[src/rtl/input_cond_pkg.sv]
// ---------------------------------------------------------------------------
// input_cond_pkg
//
// Shared constants and helpers for the input conditioner front end that sits
// ahead of the lab sequence-detector FSM.
//
// Contents:
//   DEBOUNCE_CYCLES_DEF : default debounce length (10 ms at 100 MHz)
//   REPEAT_CYCLES_DEF   : default auto-repeat period (250 ms at 100 MHz)
//   cnt_width()         : counter width for a counter that must reach n-1
// ---------------------------------------------------------------------------
package input_cond_pkg;

  localparam int DEBOUNCE_CYCLES_DEF = 1000000;
  localparam int REPEAT_CYCLES_DEF   = 25000000;

  // A counter that runs 0..n-1 needs $clog2(n) bits. Never return zero so
  // that a degenerate n still yields a legal vector width.
  function automatic int cnt_width(input int n);
    if (n <= 2) begin
      return 1;
    end
    return $clog2(n);
  endfunction

endpackage

[src/rtl/debounce_sync.sv]
// ---------------------------------------------------------------------------
// debounce_sync
//
// One-bit conditioning channel: a 2-flop synchroniser brings the raw,
// asynchronous input into clk, then a counter requires the synchronised
// level to differ from the held value for DEBOUNCE_CYCLES consecutive
// cycles before the held value follows it.
//
// Parameters:
//   DEBOUNCE_CYCLES : consecutive differing cycles needed to accept a change
//                     (minimum 2)
// Ports:
//   clk   : sole clock, rising edge
//   reset : asynchronous, active-high; clears synchroniser, db and count
//   raw   : raw asynchronous, bouncy input
//   db    : debounced, stable level
// ---------------------------------------------------------------------------
module debounce_sync
  import input_cond_pkg::*;
#(
  parameter int DEBOUNCE_CYCLES = DEBOUNCE_CYCLES_DEF
) (
  input  logic clk,
  input  logic reset,
  input  logic raw,
  output logic db
);

  localparam int            CW      = cnt_width(DEBOUNCE_CYCLES);
  localparam logic [CW-1:0] CNT_MAX = CW'(DEBOUNCE_CYCLES - 1);

  logic          s1;
  logic          s2;
  logic [CW-1:0] cnt;

  // Two-flop synchroniser. s1 may go metastable; only s2 is used downstream.
  always_ff @(posedge clk or posedge reset) begin
    if (reset) begin
      s1 <= 1'b0;
      s2 <= 1'b0;
    end else begin
      s1 <= raw;
      s2 <= s1;
    end
  end

  // Debounce counter. Any cycle where s2 agrees with the held value restarts
  // the count, so a single-cycle bounce back to the old level costs the full
  // debounce time again. The held value flips on the cycle the count has
  // already seen DEBOUNCE_CYCLES-1 differing cycles and s2 still differs.
  always_ff @(posedge clk or posedge reset) begin
    if (reset) begin
      db  <= 1'b0;
      cnt <= '0;
    end else if (s2 == db) begin
      cnt <= '0;
    end else if (cnt == CNT_MAX) begin
      db  <= s2;
      cnt <= '0;
    end else begin
      cnt <= cnt + 1'b1;
    end
  end

endmodule

[src/rtl/input_conditioner.sv]
// ---------------------------------------------------------------------------
// input_conditioner
//
// Front end for the lab sequence-detector FSM. The raw slide switch becomes a
// clean level w, and the raw push-button becomes a one-cycle step strobe the
// FSM uses as its clock enable.
//
// Build option:
//   INPUT_COND_AUTOREPEAT_EN : when defined, holding the button produces an
//                              extra step every REPEAT_CYCLES cycles after
//                              the press strobe. Undefined: one step per press.
//
// Parameters:
//   DEBOUNCE_CYCLES : debounce length in clk cycles (minimum 2)
//   REPEAT_CYCLES   : auto-repeat period (only used with auto-repeat built in)
// Ports:
//   clk     : sole clock, rising edge
//   reset   : asynchronous, active-high; clears all state
//   sw_raw  : raw switch level, asynchronous and bouncy
//   btn_raw : raw step button, asynchronous and bouncy, high = pressed
//   w       : debounced switch level, feeds FSM input w
//   step    : one-cycle strobe per accepted press (plus repeats if enabled)
//   leds    : {btn_db, w} for board debug
// ---------------------------------------------------------------------------
module input_conditioner
  import input_cond_pkg::*;
#(
  parameter int DEBOUNCE_CYCLES = DEBOUNCE_CYCLES_DEF,
  parameter int REPEAT_CYCLES   = REPEAT_CYCLES_DEF
) (
  input  logic       clk,
  input  logic       reset,
  input  logic       sw_raw,
  input  logic       btn_raw,
  output logic       w,
  output logic       step,
  output logic [1:0] leds
);

  logic sw_db;
  logic btn_db;
  logic btn_prev;
  logic press_edge;

  debounce_sync #(
    .DEBOUNCE_CYCLES(DEBOUNCE_CYCLES)
  ) u_sw_chan (
    .clk  (clk),
    .reset(reset),
    .raw  (sw_raw),
    .db   (sw_db)
  );

  debounce_sync #(
    .DEBOUNCE_CYCLES(DEBOUNCE_CYCLES)
  ) u_btn_chan (
    .clk  (clk),
    .reset(reset),
    .raw  (btn_raw),
    .db   (btn_db)
  );

  // Delayed copy of the debounced button for rising-edge detection. Since
  // both btn_db and btn_prev are registers, the strobe is glitch-free and a
  // release (1 -> 0) can never produce it.
  always_ff @(posedge clk or posedge reset) begin
    if (reset) begin
      btn_prev <= 1'b0;
    end else begin
      btn_prev <= btn_db;
    end
  end

  assign press_edge = btn_db & ~btn_prev;

`ifdef INPUT_COND_AUTOREPEAT_EN
  localparam int            RW      = cnt_width(REPEAT_CYCLES);
  localparam logic [RW-1:0] REP_MAX = RW'(REPEAT_CYCLES - 1);

  logic [RW-1:0] rep_cnt;
  logic          rep_fire;

  // Repeat counter. It is parked at zero while the button is released and is
  // re-zeroed on the press strobe itself, so the first repeat lands exactly
  // REPEAT_CYCLES cycles after the press strobe and then every period after.
  always_ff @(posedge clk or posedge reset) begin
    if (reset) begin
      rep_cnt <= '0;
    end else if (!btn_db || press_edge) begin
      rep_cnt <= '0;
    end else if (rep_cnt == REP_MAX) begin
      rep_cnt <= '0;
    end else begin
      rep_cnt <= rep_cnt + 1'b1;
    end
  end

  assign rep_fire = btn_db & (rep_cnt == REP_MAX);
  assign step     = press_edge | rep_fire;
`else
  assign step = press_edge;
`endif

  assign w    = sw_db;
  assign leds = {btn_db, sw_db};

endmodule
[config.mk]
export PLATFORM = sky130hd
export DESIGN_NAME = input_conditioner
export DESIGN_NICKNAME = d
export VERILOG_FILES = /design/src/rtl/input_cond_pkg.sv /design/src/rtl/debounce_sync.sv /design/src/rtl/input_conditioner.sv
export SDC_FILE = /design/constraint.sdc
export NUM_CORES = 1
export LEC_CHECK = 0
export CORE_ASPECT_RATIO = 0.5
export CORE_MARGIN = 2
export CORE_UTILIZATION = 57
export CTS_BUF_LIST = sky130_fd_sc_hd__clkbuf_2
export DETAILED_ROUTE_END_ITERATION = 6
export PLACE_DENSITY_LB_ADDON = 0.1
export SYNTH_ARGS = -nofsm -noshare
export SYNTH_HDL_FRONTEND = slang
export SYNTH_HIERARCHICAL = 1
export SYNTH_SLANG_ARGS = --single-unit
[constraint.sdc]
create_clock -name clk -period 1.7 [get_ports clk]
set_input_delay 0.51 -clock clk [delete_from_list [all_inputs] [get_ports clk]]
set_output_delay 0.51 -clock clk [all_outputs]
set_load 0.1 [all_outputs]
# After elaboration in Yosys (flattened, before gate mapping)
# Cells that the tools add are included.
[classes]
n_eq_ne = 4
n_addsub = 2
bitwise_logic = 4
mux = 4
reduce_logical = 2
[ops]
columns = ["operator", "count"]
rows = [
  ["$mux 20", 4],
  ["$add 20x1->20 const B", 2],
  ["$eq 20x20->1 const B", 2],
  ["$reduce_and 2->1", 2],
  ["$not 1->1", 3],
  ["$eq 1x1->1", 2],
  ["$and 1x1->1", 1],
]
[totals]
elab_cells = 25
ff_bits = 47
in_bits = 4
out_inout_bits = 4

# Longest topological paths before layout
# Gate-level depths: netlist of run 1.
[depth]
word_depth = 3
ltp_mapped = 6
mapped_depth_nobuf = 5

# Cells and area by module
# The synthesis of run 1 kept the hierarchy.
[by_module_without_submodules]
columns = ["module", "seq_area_each_um2", "n_inst", "cells_per_inst", "area_each_um2"]
rows = [
  ["debounce_sync", 575.6, 2, 109, 1118.6],
  ["input_conditioner", 25.0, 1, 5, 57.6],
]

# Worst setup path before layout of run 1
# OpenSTA, ideal clock, no wires.
[synth_timing]
path_kind = "register to output"
from = "register u_sw_chan.db"
to = "output port leds[0]"
n_path_buf = 1
path_slack_ps = -177
stages_incl_launch_ff = 2
t_required_ps = 1190
t_arrival_ps = 1367
cell_sequence = "dfrtp_1 -> buf_4"
[synth_rtl]
columns = ["item", "line_no", "rtl"]
rows = [
  ["start: declaration", "debounce_sync.sv:26", "output logic db"],
  ["start signal: assignment", "debounce_sync.sv:53", "db <= 1'b0;"],
  ["start signal: assignment", "debounce_sync.sv:58", "db <= s2;"],
  ["end: declaration", "input_conditioner.sv:37", "output logic [1:0] leds"],
]
# No word-level cell between the ends.

# Final worst setup path of run 1
[layout_timing]
from = "register u_btn_chan.db"
to = "output port step"
[layout_via]
elab_chain_cells = 1
[layout_lines]
columns = ["item", "line_no", "rtl"]
rows = [
  ["start: declaration", "debounce_sync.sv:26", ""],
  ["start signal: assignment", "debounce_sync.sv:53", ""],
  ["start signal: assignment", "debounce_sync.sv:58", ""],
  ["$and 1x1->1", "input_conditioner.sv:74", "assign press_edge = btn_db & ~btn_prev;"],
  ["end: declaration", "input_conditioner.sv:36", "output logic step,"],
]
# Every way passes these cells.

==> out/results.txt, run 1 <==
Result of the run: finished, violations left
Violations in the final reports: setup timing
TritonCTS clock tree: yes
Total DRC errors in the routed layout: 0
Dominant register cell in the synthesized netlist: sky130_fd_sc_hd__dfrtp_1
Layout Nets: 277
Max-cap viol count: 0
Pins Over Slew Limit: 0
Total global-route track usage: 21.9%
Crit path max fanout: 3
Level count of the clock H-tree: 2
Met1 Track Usage GR: 27.7%
Total Wirelength: 4820 µm
Final Cycle Share: 101%
Capturing element type of the critical path: output port
Area inside the core boundary: 3880 µm²
CP Data Arrival Time: 1200 ps
Initial core utilization: 59.1%
Tightest Hold Check Type: in -> async
Met3 capacity usage during global routing: 5.41%
Number of nets with antenna violations after routing: 0
Number of buffers added by the clock tree synthesis step: 5
Final-report hold violation count: 0
Post-Place Setup Slack: 22.4 ps
Setup clock skew after layout: 19.4 ps
Die Y-Extent: 48.9 µm
Syn Nets: 229
Vias in the first global route: 1754
Initial antenna violation count: 0
Pleak: 1.24 nW
Drt first-iter violations: 48
Power density normalized to cell area: 647 nW/µm²
Wire length of the first global-routing pass: 7890 µm
Fmax: 0.585 GHz
Area growth from synthesis to layout: 26.4%
Via/cell ratio: 5.46
Slew HR: 76.3%
Crit Path Category: reg -> out
Seq/Total Area, Yosys: 51.3%
Startpoint types: register
Worst-margin pin slew: 353 ps
Final setup viols: 2
CTS root buffer: sky130_fd_sc_hd__clkbuf_2
Total clock sinks: 47
Area of the die: 4580 µm²
Pin count of the biggest net entering global routing: 24
Met2 layer usage reported by global route: 37.9%
Clk buf depth: 2
Post-synthesis register bit count: 47
Clock transition time at the flip-flop clock pins of the worst setup and hold paths: 240 ps
Overflow left after global routing: 0
Crit path required time: 1190 ps
Routed vias: 1781
RD Place Congestion: 0.865
Skew-Pair Late Insertion Delay: 430 ps
Routed WL per cell: 14.8 µm
Share of synthesized flip-flops with an asynchronous set or reset: 100%
HPWL after DPL: 3190 µm
Count of hold buffers inserted by post-cts repair: 0
GRT Max-Usage Layer: met2
Average cell area after synthesis: 10.3 µm²
Maximum vdd drop: 0.000490 V
Number of warning messages in the yosys log: 6
Setup repair after global routing missed its margin: true
TritonRoute pass-1 iters: 4
Top-Level Pins: 8
Netlist Area Pre-Place: 2290 µm²
Number of antenna repair diodes: 0
Number of unique standard cell types used by synthesis: 28
Final Critical Period: 1710 ps
Final setup slack of the worst path: -10.4 ps
Floorplan die width: 93.7 µm
Site Rows: 16
Number of synthesized flops with an enable pin: 0
Gate count of the mapped netlist: 223
Post-route core utilization: 74.7%
Layout cells sized above 1: 30.5%
Port buffer count: 7
## state kept, by name (all words and copies together), names as in the netlist
signal	flops
btn_prev	1
u_sw_chan/cnt	20
u_btn_chan/db	1
u_sw_chan/s2	1
u_btn_chan/s2	1
u_btn_chan/cnt	20
u_sw_chan/db	1
u_sw_chan/s1	1
u_btn_chan/s1	1
## layout make-up
cell class | instances | area (µm²)
fill | 280 | 982
tap | 54 | 67.6
inverter | 11 | 41.3
multi-input combinational | 161 | 1120
sequential | 47 | 1190
clock buffer | 5 | 25.0
timing repair buffer | 45 | 415
clock inverter | 3 | 42.5
## report_power, final
group | switching (W) | internal (W) | leakage [nW]
registers | 0.0000139 | 0.00114 | 0.622
logic | 0.0000581 | 0.0000430 | 0.575
clock network | 0.000377 | 0.000250 | 0.0410
## Yosys cell counts, drive strengths merged (6+ instances only)
cell | count | area, µm²
nand2 | 12 | 45.0
nand4 | 10 | 105
dfrtp | 47 | 1180
xor2 | 10 | 87.6
o21ai | 6 | 37.5
nor2 | 38 | 143
xnor2 | 22 | 193
nor3 | 10 | 50.1
nor4 | 10 | 75.1
inv | 11 | 41.3
nand3 | 12 | 60.1
## placed cells by master (no fill, tap or decap), types with 2 or more instances in the layout
cell and instances:
sky130_fd_sc_hd__xnor2_1 22, sky130_fd_sc_hd__nand4_2 2, sky130_fd_sc_hd__and4_1 4, sky130_fd_sc_hd__nor4_2 2, sky130_fd_sc_hd__o21ai_2 2, sky130_fd_sc_hd__inv_1 11
sky130_fd_sc_hd__dfrtp_2 12, sky130_fd_sc_hd__buf_12 5, sky130_fd_sc_hd__or3_1 3, sky130_fd_sc_hd__nand4_4 2, sky130_fd_sc_hd__buf_6 2, sky130_fd_sc_hd__and2_1 2
sky130_fd_sc_hd__nor2_2 2, sky130_fd_sc_hd__dfrtp_1 35, sky130_fd_sc_hd__clkdlybuf4s50_1 3, sky130_fd_sc_hd__nor4b_2 2, sky130_fd_sc_hd__and3_1 2, sky130_fd_sc_hd__nor4b_1 2
sky130_fd_sc_hd__buf_4 35, sky130_fd_sc_hd__nor3_1 10, sky130_fd_sc_hd__a21oi_1 2, sky130_fd_sc_hd__mux2_2 2, sky130_fd_sc_hd__xor2_1 10, sky130_fd_sc_hd__nand2_1 12
sky130_fd_sc_hd__nand4_1 6, sky130_fd_sc_hd__o21ai_0 4, sky130_fd_sc_hd__nor4_1 6, sky130_fd_sc_hd__nand3_1 12, sky130_fd_sc_hd__mux2i_1 4, sky130_fd_sc_hd__clkbuf_2 5
sky130_fd_sc_hd__a21oi_2 2, sky130_fd_sc_hd__nor4_4 2, sky130_fd_sc_hd__nor2_1 36
## logic make-up after synthesis
family          count (synthesis)  share of synthesized area, %
compound gates                 10                          2.51
xor+xnor                       32                          12.2
fa+ha+maj                       2                          1.09
buf+inv                        15                          2.89
flops                          47                          51.3
mux                             6                          2.73
simple gates                  111                          27.3
## what timing repair did
action                                 in CTS  in global routing
setup buffers                               2                  9
setup endpoints to repair                   4                 28
resized for setup                           4                 22
pin swaps                                   0                  9
endpoints found under the hold margin       0                  0
## worst max-delay path, cell delays in order, from the launching register on
cell and delay [ps]:
sky130_fd_sc_hd__dfrtp_2 430, sky130_fd_sc_hd__nor2b_4 170, sky130_fd_sc_hd__buf_12 180
## metal layers
metal	part of all wire [%]	wire [µm]
met5	0	0
met4	0.64	31
met3	2.9	139
met2	53	2550
met1	44	2100
## path summary, 6_finish.rpt
check,to,depth (start not counted),slack [ps],start
worst max-delay path,step,2,-10,u_btn_chan/db$_DFFE_PP0P_
worst min-delay path,btn_prev$_DFF_PP0_,2,230,reset
worst max register to register,u_sw_chan/cnt[17]$_DFF_PP0_,4,60,u_sw_chan/cnt[4]$_DFF_PP0_
worst min register to register,u_sw_chan/s2$_DFF_PP0_,0,390,u_sw_chan/s1$_DFF_PP0_
max in group asynchronous,u_btn_chan/cnt[4]$_DFF_PP0_,3,1010,reset
min in group clk,u_sw_chan/s2$_DFF_PP0_,0,390,u_sw_chan/s1$_DFF_PP0_
## stage by stage
stage / hold WS, ps / total power [W] / cells / area (µm²) / TNS (ps)
detailed placement: 336 / 0.00126 / 307 / 2660 / 0
CTS: 206 / 0.00189 / 317 / 2750 / -59.0
global route: 227 / 0.00196 / 326 / 2900 / -292
finish: 231 / 0.00188 / 326 / 2900 / -16.8
floorplan: 239 / 0.00122 / 223 / 2300 / 0
global placement: 332 / 0.00126 / 307 / 2660 / 0
Note: power is estimated with default switching activity, not from simulation.
==> inputs of run 2 (changes only) <==
Settings changed: CTS_CLUSTER_DIAMETER set to 80, GPL_TIMING_DRIVEN set to 0, SYNTH_HIERARCHICAL 1 to unset.
==> out/results.txt, run 2 <==
Result of the run: finished, violations left (unchanged)
Violations in the final reports: setup timing (unchanged)
FF-to-FF End: u_sw_chan.cnt[19]$_DFF_PP0_ (was u_sw_chan/cnt[17]$_DFF_PP0_)
Routed vias: 1865 (was 1781)
Crit path max fanout: 5 (was 3)
Internal power: 0.00129 W (was 0.00143 W)
Layout cells sized above 1: 29.1% (was 30.5%)
Vias in the first global route: 1793 (was 1754)
Setup repair after global routing missed its margin: true (unchanged)
Area growth from synthesis to layout: 26.6% (was 26.4%)
Reg-to-Reg Start: u_sw_chan.cnt[15]$_DFF_PP0_ (was u_sw_chan/cnt[4]$_DFF_PP0_)
CTS root buffer: sky130_fd_sc_hd__clkbuf_2 (unchanged)
Setup clock skew after layout: 7.61 ps (was 19.4 ps)
Post-route core utilization: 74.3% (was 74.7%)
Number of filler instances in the final layout: 277 (was 280)
Slew HR: 79.0% (was 76.3%)
Total DRC errors in the routed layout: 0 (unchanged)
Top-Level Pins: 8 (unchanged)
Netlist Area Pre-Place: 2250 µm² (was 2290 µm²)
Die Y-Extent: 48.5 µm (was 48.9 µm)
Via/cell ratio: 5.79 (was 5.46)
Clk buf depth: 2 (unchanged)
Fraction of post-synthesis cell area in the top cell type by area: 52.2% (was 51.3%)
Synthesized-area fraction occupied by adder cells: 1.11% (was 1.09%)
Startpoint types: register (unchanged)
Fraction of synthesized cell area in xor and xnor cells: 10.1% (was 12.2%)
Count leader, synth: sky130_fd_sc_hd__dfrtp_1 (unchanged)
Final setup slack of the worst path: -406 ps (was -10.4 ps)
Pin count of the biggest net entering global routing: 35 (was 24)
Dominant register cell in the synthesized netlist: sky130_fd_sc_hd__dfrtp_1 (unchanged)
Fmax: 0.475 GHz (was 0.585 GHz)
Area inside the core boundary: 3840 µm² (was 3880 µm²)
Drt first-iter violations: 68 (was 48)
Clock transition time at the flip-flop clock pins of the worst setup and hold paths: 220 ps (was 240 ps)
Final setup viols: 27 (was 2)
CP Data Arrival Time: 2420 ps (was 1200 ps)
Number of antenna repair diodes: 0 (unchanged)
Port buffer count: 7 (unchanged)
Number of nets with antenna violations after routing: 0 (unchanged)
TritonCTS clock tree: yes (unchanged)
Share of total power in the clock network: 26.4% (was 33.4%)
TritonRoute pass-1 iters: 5 (was 4)
Crit path required time: 2020 ps (was 1190 ps)
Max-cap viol count: 0 (unchanged)
Capturing element type of the critical path: register (was output port)
Number of warning messages in the yosys log: 0 (was 6)
Overflow left after global routing: 0 (unchanged)
Commonest cells after routing, fill and taps aside: sky130_fd_sc_hd__dfrtp_1 (43), sky130_fd_sc_hd__buf_4 (29), sky130_fd_sc_hd__nor2_1 (29) (was sky130_fd_sc_hd__nor2_1 (36), sky130_fd_sc_hd__dfrtp_1 (35), sky130_fd_sc_hd__buf_4 (35))
Dominant combinational cell family by area after synthesis: simple AND/OR/NAND/NOR gates (unchanged)
Compound-gate portion of the synthesized area: 6.33% (was 2.51%)
Final-report hold violation count: 0 (unchanged)
Power density normalized to cell area: 600 nW/µm² (was 647 nW/µm²)
Leading area contributor after synthesis: sky130_fd_sc_hd__dfrtp_1 (unchanged)
Number of synthesized flops with an enable pin: 0 (unchanged)
Net Sw Power: 0.000421 W (was 0.000449 W)
Layout Nets: 273 (was 277)
Cells traversed along the worst timing path: or4b_1, or4_4, o31ai_4, buf_4, a21oi_1 (was nor2b_4, buf_12)
Gate count of the mapped netlist: 226 (was 223)
RD Place Congestion: 0.862 (was 0.865)
Worst-margin pin slew: 313 ps (was 353 ps)
Average cell area after synthesis: 9.98 µm² (was 10.3 µm²)
Total Wirelength: 4780 µm (was 4820 µm)
Overall power consumption: 0.00171 W (was 0.00188 W)
Portion of total power attributed to combinational logic: 6.4% (was 5.4%)
Maximum vdd drop: 0.000363 V (was 0.000490 V)
Multiplexer area fraction after synthesis: 0.999% (was 2.73%)
Skew-Pair Late Insertion Delay: 410 ps (was 430 ps)
Pins Over Slew Limit: 0 (unchanged)
Share of synthesized flip-flops with an asynchronous set or reset: 100% (unchanged)
Site Rows: 16 (unchanged)
Switching Fraction: 24.6% (was 23.9%)
Setup slack of the worst register-to-register path: -410 ps (was 60 ps)
Part of the power in registers: 67.2% (was 61.3%)
Registers with the most flip-flops: u_btn_chan.cnt: 20 flops, u_sw_chan.cnt: 20 flops (was u_btn_chan/cnt: 20 flops, u_sw_chan/cnt: 20 flops)
Dominant cells by area after synthesis: sky130_fd_sc_hd__dfrtp_1 (52%), sky130_fd_sc_hd__xnor2_1 (5.0%), sky130_fd_sc_hd__xor2_1 (5.0%) (was sky130_fd_sc_hd__dfrtp_1 (51%), sky130_fd_sc_hd__xnor2_1 (8.4%), sky130_fd_sc_hd__nor2_1 (6.2%))
Area of the die: 4510 µm² (was 4580 µm²)
Post-Place Setup Slack: -497 ps (was 22.4 ps)
Slowest Stage Delay on Critical Path: 560 ps (was 430 ps)
Final Cycle Share: 124% (was 101%)
Most instantiated cells after synthesis: sky130_fd_sc_hd__dfrtp_1 (47), sky130_fd_sc_hd__nor2_1 (29), sky130_fd_sc_hd__nand2_1 (20) (was sky130_fd_sc_hd__dfrtp_1 (47), sky130_fd_sc_hd__nor2_1 (38), sky130_fd_sc_hd__xnor2_1 (22))
Number of buffers added by the clock tree synthesis step: 5 (unchanged)
Slowest stage cell on the critical path: sky130_fd_sc_hd__or4_4 (was sky130_fd_sc_hd__dfrtp_2)
Number of unique standard cell types used by synthesis: 32 (was 28)
Level count of the clock H-tree: 2 (unchanged)
Pleak: 1.20 nW (was 1.24 nW)
Crit Path Category: reg -> reg (was reg -> out)
Largest delay contributor family on the critical path: simple AND/OR/NAND/NOR gates (was flip-flops)
Area fraction in and, or, nand and nor cells after synthesis: 26.4% (was 27.3%)
Initial core utilization: 58.7% (was 59.1%)
Floorplan die width: 92.9 µm (was 93.7 µm)
Total clock sinks: 47 (unchanged)
HPWL after DPL: 2660 µm (was 3190 µm)
Count of hold buffers inserted by post-cts repair: 0 (unchanged)
Seq/Total Area, Yosys: 52.2% (was 51.3%)
Number of buffer and inverter instances along the worst setup path: 1 (unchanged)
Post-synthesis register bit count: 47 (unchanged)
Total global-route track usage: 21.6% (was 21.9%)
Initial antenna violation count: 0 (unchanged)
Syn Nets: 232 (was 229)
Routed WL per cell: 14.8 µm (about the same)
Final Critical Period: 2110 ps (was 1710 ps)
Worst Reg2Reg Path Length in Cells: 5 (was 4)
Wire length of the first global-routing pass: 7670 µm (was 7890 µm)
Tightest Hold Check Type: in -> async (unchanged)
Most common library cell in the layout ignoring fill and taps: sky130_fd_sc_hd__dfrtp_1 (was sky130_fd_sc_hd__nor2_1)
run 2: cell types whose count changed after synthesis, sizes merged, moves of 5 or more:
cell,previous run,this run
a21oi,4,12
xnor2,22,13
nand2,12,20
nor2,38,29
or4,2,9
o31ai,0,5
inv,11,6
run 2: cell families after synthesis:
logic type | count (synthesis)
buffers and inverters | 14
AND/OR/NAND/NOR | 109
AO/OA/AOI/OAI | 26
multiplexers | 2
XOR/XNOR | 26
adder cells (fa/ha/maj) | 2
flip-flops | 47
run 2: worst reg2reg max path, cell delays in order, from the launching register on:
cell,delay (ps)
sky130_fd_sc_hd__dfrtp_1,430
sky130_fd_sc_hd__or4b_1,530
sky130_fd_sc_hd__or4_4,560
sky130_fd_sc_hd__o31ai_4,260
sky130_fd_sc_hd__buf_4,200
sky130_fd_sc_hd__a21oi_1,40
run 2: repair_timing:
action	CTS	global route
pin swaps	6	3
resized for setup	52	23
endpoints found under the setup margin	45	44
gates cloned	1	0
setup buffers	22	6
run 2: metal layers:
layer / track usage (%) / up-vias / share of wire, % / routed length (µm)
met2: 36.4 / 52 / 51 / 2420
met1: 27.4 / 924 / 43 / 2060
met4: 7.84 / 0 / 1.6 / 78
li1: - / 878 / - / -
met3: 5.45 / 11 / 4.5 / 217
met5: 0 / - / 0 / 0
run 2: power groups by stage:
stage | Clock [W] | Sequential, W | Combinational [W]
after floorplan | 0 | 0.00117 | 0.0000553
after global placement | 0 | 0.00117 | 0.0000769
after detailed placement | 0 | 0.00117 | 0.0000852
after CTS | 0.000460 | 0.00115 | 0.000107
after global routing | 0.000504 | 0.00116 | 0.000127
final | 0.000453 | 0.00115 | 0.000110
run 2: worst max path at each step:
| stage | to | slack (ps) | from | cells past startpoint |
|---|---|---|---|---|
| after floorplan | u_sw_chan.db$_DFFE_PP0P_ | -270 | u_sw_chan.cnt[8]$_DFF_PP0_ | 4 |
| after global placement | u_sw_chan.db$_DFFE_PP0P_ | -970 | reset | 2 |
| after detailed placement | step | -500 | u_btn_chan.db$_DFFE_PP0P_ | 2 |
| after CTS | u_sw_chan.cnt[19]$_DFF_PP0_ | -380 | u_sw_chan.cnt[6]$_DFF_PP0_ | 5 |
| after global routing | u_sw_chan.cnt[18]$_DFF_PP0_ | -480 | u_sw_chan.cnt[15]$_DFF_PP0_ | 5 |
| final | u_sw_chan.cnt[19]$_DFF_PP0_ | -410 | u_sw_chan.cnt[15]$_DFF_PP0_ | 5 |
run 2: final cells by class:
cell class                      count  area [µm²]  share of cell area [%]
Timing Repair Buffer               37         350                    12.3
Inverter                            6        22.5                   0.789
Sequential cell                    47        1180                    41.4
Clock inverter                      1        5.00                   0.175
Multi-Input combinational cell    165        1150                    40.4
Clock buffer                        7        35.0                    1.23
Tap cell                           54        67.6                    2.37
Buffer                              5        41.3                    1.45
run 2: through the flow:
stage | cells | hold slack, ps | TNS, ps | area [µm²]
floorplan | 226 | 331 | -5850 | 2290
global placement | 287 | 335 | -50080 | 2420
detailed placement | 288 | 342 | -11310 | 2440
CTS | 316 | 320 | -7690 | 2730
global route | 322 | 353 | -10840 | 2860
finish | 322 | 333 | -8450 | 2860
==> inputs of run 3 (changes only) <==
Settings changed: CORE_ASPECT_RATIO 0.5 to 1.2.
==> out/results.txt, run 3 (synthesis gave the netlist of run 2 again) <==
Skew-Pair Late Insertion Delay: 450 ps (was 410 ps)
Level count of the clock H-tree: 2 (unchanged)
Die Y-Extent: 72.9 µm (was 48.5 µm)
Layout cells sized above 1: 37.7% (was 29.1%)
Initial core utilization: 58.1% (was 58.7%)
RD Place Congestion: 0.825 (was 0.862)
Total DRC errors in the routed layout: 0 (unchanged)
Crit path required time: 2000 ps (was 2020 ps)
Final setup viols: 42 (was 27)
Max-cap viol count: 0 (unchanged)
Share of total power in the clock network: 37.1% (was 26.4%)
Internal power: 0.00160 W (was 0.00129 W)
Area growth from synthesis to layout: 36.3% (was 26.6%)
Total Wirelength: 6050 µm (was 4780 µm)
Result of the run: finished, violations left (unchanged)
Crit path max fanout: 5 (unchanged)
Startpoint types: register (unchanged)
CTS root buffer: sky130_fd_sc_hd__clkbuf_2 (unchanged)
FF-to-FF End: u_sw_chan.cnt[15]$_DFF_PP0_ (was u_sw_chan.cnt[19]$_DFF_PP0_)
Area inside the core boundary: 3880 µm² (was 3840 µm²)
Worst hold margin: 268 ps (was 333 ps)
Post-layout instance area: 3070 µm² (was 2860 µm²)
Vias in the first global route: 1877 (was 1793)
Power density normalized to cell area: 667 nW/µm² (was 600 nW/µm²)
TritonCTS clock tree: yes (unchanged)
Routed vias: 1944 (was 1865)
Instance area at placement: 2440 µm² (unchanged)
Worst Reg2Reg Path Length in Cells: 5 (unchanged)
Number of filler instances in the final layout: 233 (was 277)
Total clock sinks: 47 (unchanged)
Portion of total power attributed to combinational logic: 6.6% (was 6.4%)
Count of hold buffers inserted by post-cts repair: 0 (unchanged)
Setup repair after global routing missed its margin: true (unchanged)
Initial antenna violation count: 0 (unchanged)
CP Data Arrival Time: 2450 ps (was 2420 ps)
Routed WL per cell: 18.5 µm (was 14.8 µm)
Fmax: 0.467 GHz (was 0.475 GHz)
Setup slack of the worst register-to-register path: -440 ps (was -410 ps)
Overflow left after global routing: 0 (unchanged)
Crit Path Category: reg -> reg (unchanged)
Area of the die: 4480 µm² (was 4510 µm²)
Registers with the most flip-flops: u_btn_chan.cnt: 20 flops, u_sw_chan.cnt: 20 flops (unchanged)
Wire length of the first global-routing pass: 8390 µm (was 7670 µm)
Via/cell ratio: 5.94 (was 5.79)
Final Cycle Share: 126% (was 124%)
Worst-margin pin slew: 508 ps (was 313 ps)
Final-report hold violation count: 0 (unchanged)
Violations in the final reports: setup timing (unchanged)
Drt first-iter violations: 167 (was 68)
Floorplan die width: 61.4 µm (was 92.9 µm)
Pin count of the biggest net entering global routing: 36 (was 35)
Layout Nets: 278 (was 273)
Clock transition time at the flip-flop clock pins of the worst setup and hold paths: 270 ps (was 220 ps)
Pleak: 1.27 nW (was 1.20 nW)
Port buffer count: 7 (unchanged)
Tightest Hold Check Type: in -> async (unchanged)
Top-Level Pins: 8 (unchanged)
Part of the power in registers: 56.3% (was 67.2%)
Site Rows: 25 (was 16)
Final setup slack of the worst path: -443 ps (was -406 ps)
Maximum vdd drop: 0.000427 V (was 0.000363 V)
Number of antenna repair diodes: 0 (unchanged)
Switching Fraction: 22.1% (was 24.6%)
Clk buf depth: 2 (unchanged)
Capturing element type of the critical path: register (unchanged)
Total global-route track usage: 25.5% (was 21.6%)
Commonest cells after routing, fill and taps aside: sky130_fd_sc_hd__dfrtp_1 (42), sky130_fd_sc_hd__buf_4 (27), sky130_fd_sc_hd__nor2_1 (21) (was sky130_fd_sc_hd__dfrtp_1 (43), sky130_fd_sc_hd__buf_4 (29), sky130_fd_sc_hd__nor2_1 (29))
Number of buffers added by the clock tree synthesis step: 5 (unchanged)
TritonRoute pass-1 iters: 4 (was 5)
Setup clock skew after layout: 48.0 ps (was 7.61 ps)
Number of nets with antenna violations after routing: 0 (unchanged)
Net Sw Power: 0.000454 W (was 0.000421 W)
Slew HR: 66.0% (was 79.0%)
Reg-to-Reg Start: u_sw_chan.cnt[8]$_DFF_PP0_ (was u_sw_chan.cnt[15]$_DFF_PP0_)
Most common library cell in the layout ignoring fill and taps: sky130_fd_sc_hd__dfrtp_1 (unchanged)
Final Critical Period: 2140 ps (was 2110 ps)
Pins Over Slew Limit: 0 (unchanged)
HPWL after DPL: 3090 µm (was 2660 µm)
## run 3: timing repair
action,in CTS,in global routing
gates cloned,1,2
buffers inserted,21,10
pin swaps,7,13
resized for setup,56,53
endpoints found under the setup margin,45,45
## run 3: worst max-delay path by stage
stage                               startpoint                           to  slack [ps]
floorplan           u_sw_chan.cnt[8]$_DFF_PP0_     u_sw_chan.db$_DFFE_PP0P_        -270
global placement                         reset     u_sw_chan.db$_DFFE_PP0P_        -880
detailed placement   u_btn_chan.db$_DFFE_PP0P_                         step        -500
CTS                 u_sw_chan.cnt[2]$_DFF_PP0_  u_sw_chan.cnt[15]$_DFF_PP0_        -380
global route        u_sw_chan.cnt[6]$_DFF_PP0_  u_sw_chan.cnt[15]$_DFF_PP0_        -500
finish              u_sw_chan.cnt[8]$_DFF_PP0_  u_sw_chan.cnt[15]$_DFF_PP0_        -440
## run 3: layout make-up
type,count,area [µm²],area share [%]
well taps,54,67.6,2.20
clock buffers,6,30.0,0.977
flip-flops and latches,47,1180,38.5
plain buffers,5,46.3,1.51
inverters,6,22.5,0.733
repair buffers,42,407,13.2
multi-input cells,165,1260,40.9
clock inverters,2,60.1,1.95
## run 3: power groups by stage
| stage | Sequential (W) | Combinational [W] | Clock (W) |
|---|---|---|---|
| floorplan | 0.00117 | 0.0000553 | 0 |
| global placement | 0.00117 | 0.0000751 | 0 |
| detailed placement | 0.00117 | 0.0000846 | 0 |
| CTS | 0.00115 | 0.000107 | 0.000762 |
| global route | 0.00116 | 0.000150 | 0.000822 |
| finish | 0.00115 | 0.000135 | 0.000761 |
## run 3: stage by stage
step | util [%] | worst slack [ps] | total power, W | setup TNS (ps) | std cells
global placement | 62.5 | -884 | 0.00125 | -46140 | 287
finish | 79.2 | -443 | 0.00205 | -10140 | 327
floorplan | - | -273 | 0.00122 | -5850 | 226
CTS | 72.0 | -380 | 0.00202 | -7730 | 315
detailed placement | 63.0 | -499 | 0.00126 | -14110 | 288
global route | 79.2 | -503 | 0.00213 | -13570 | 327
## run 3: worst max-delay path, cell delays in order (launching register included)
cell and delay [ps]:
sky130_fd_sc_hd__dfrtp_1 460, sky130_fd_sc_hd__or4b_1 520, sky130_fd_sc_hd__or4_4 570, sky130_fd_sc_hd__o31ai_4 250, sky130_fd_sc_hd__buf_4 190, sky130_fd_sc_hd__a21oi_1 60
## run 3: metal layers
layer | global-route usage (%) | up-vias | share of wire (%)
li1 | - | 882 | -
met1 | 27.8 | 970 | 35
met2 | 46.9 | 67 | 54
met3 | 4.79 | 25 | 5.2
met4 | 9.93 | 0 | 4.9
met5 | 0 | - | 0
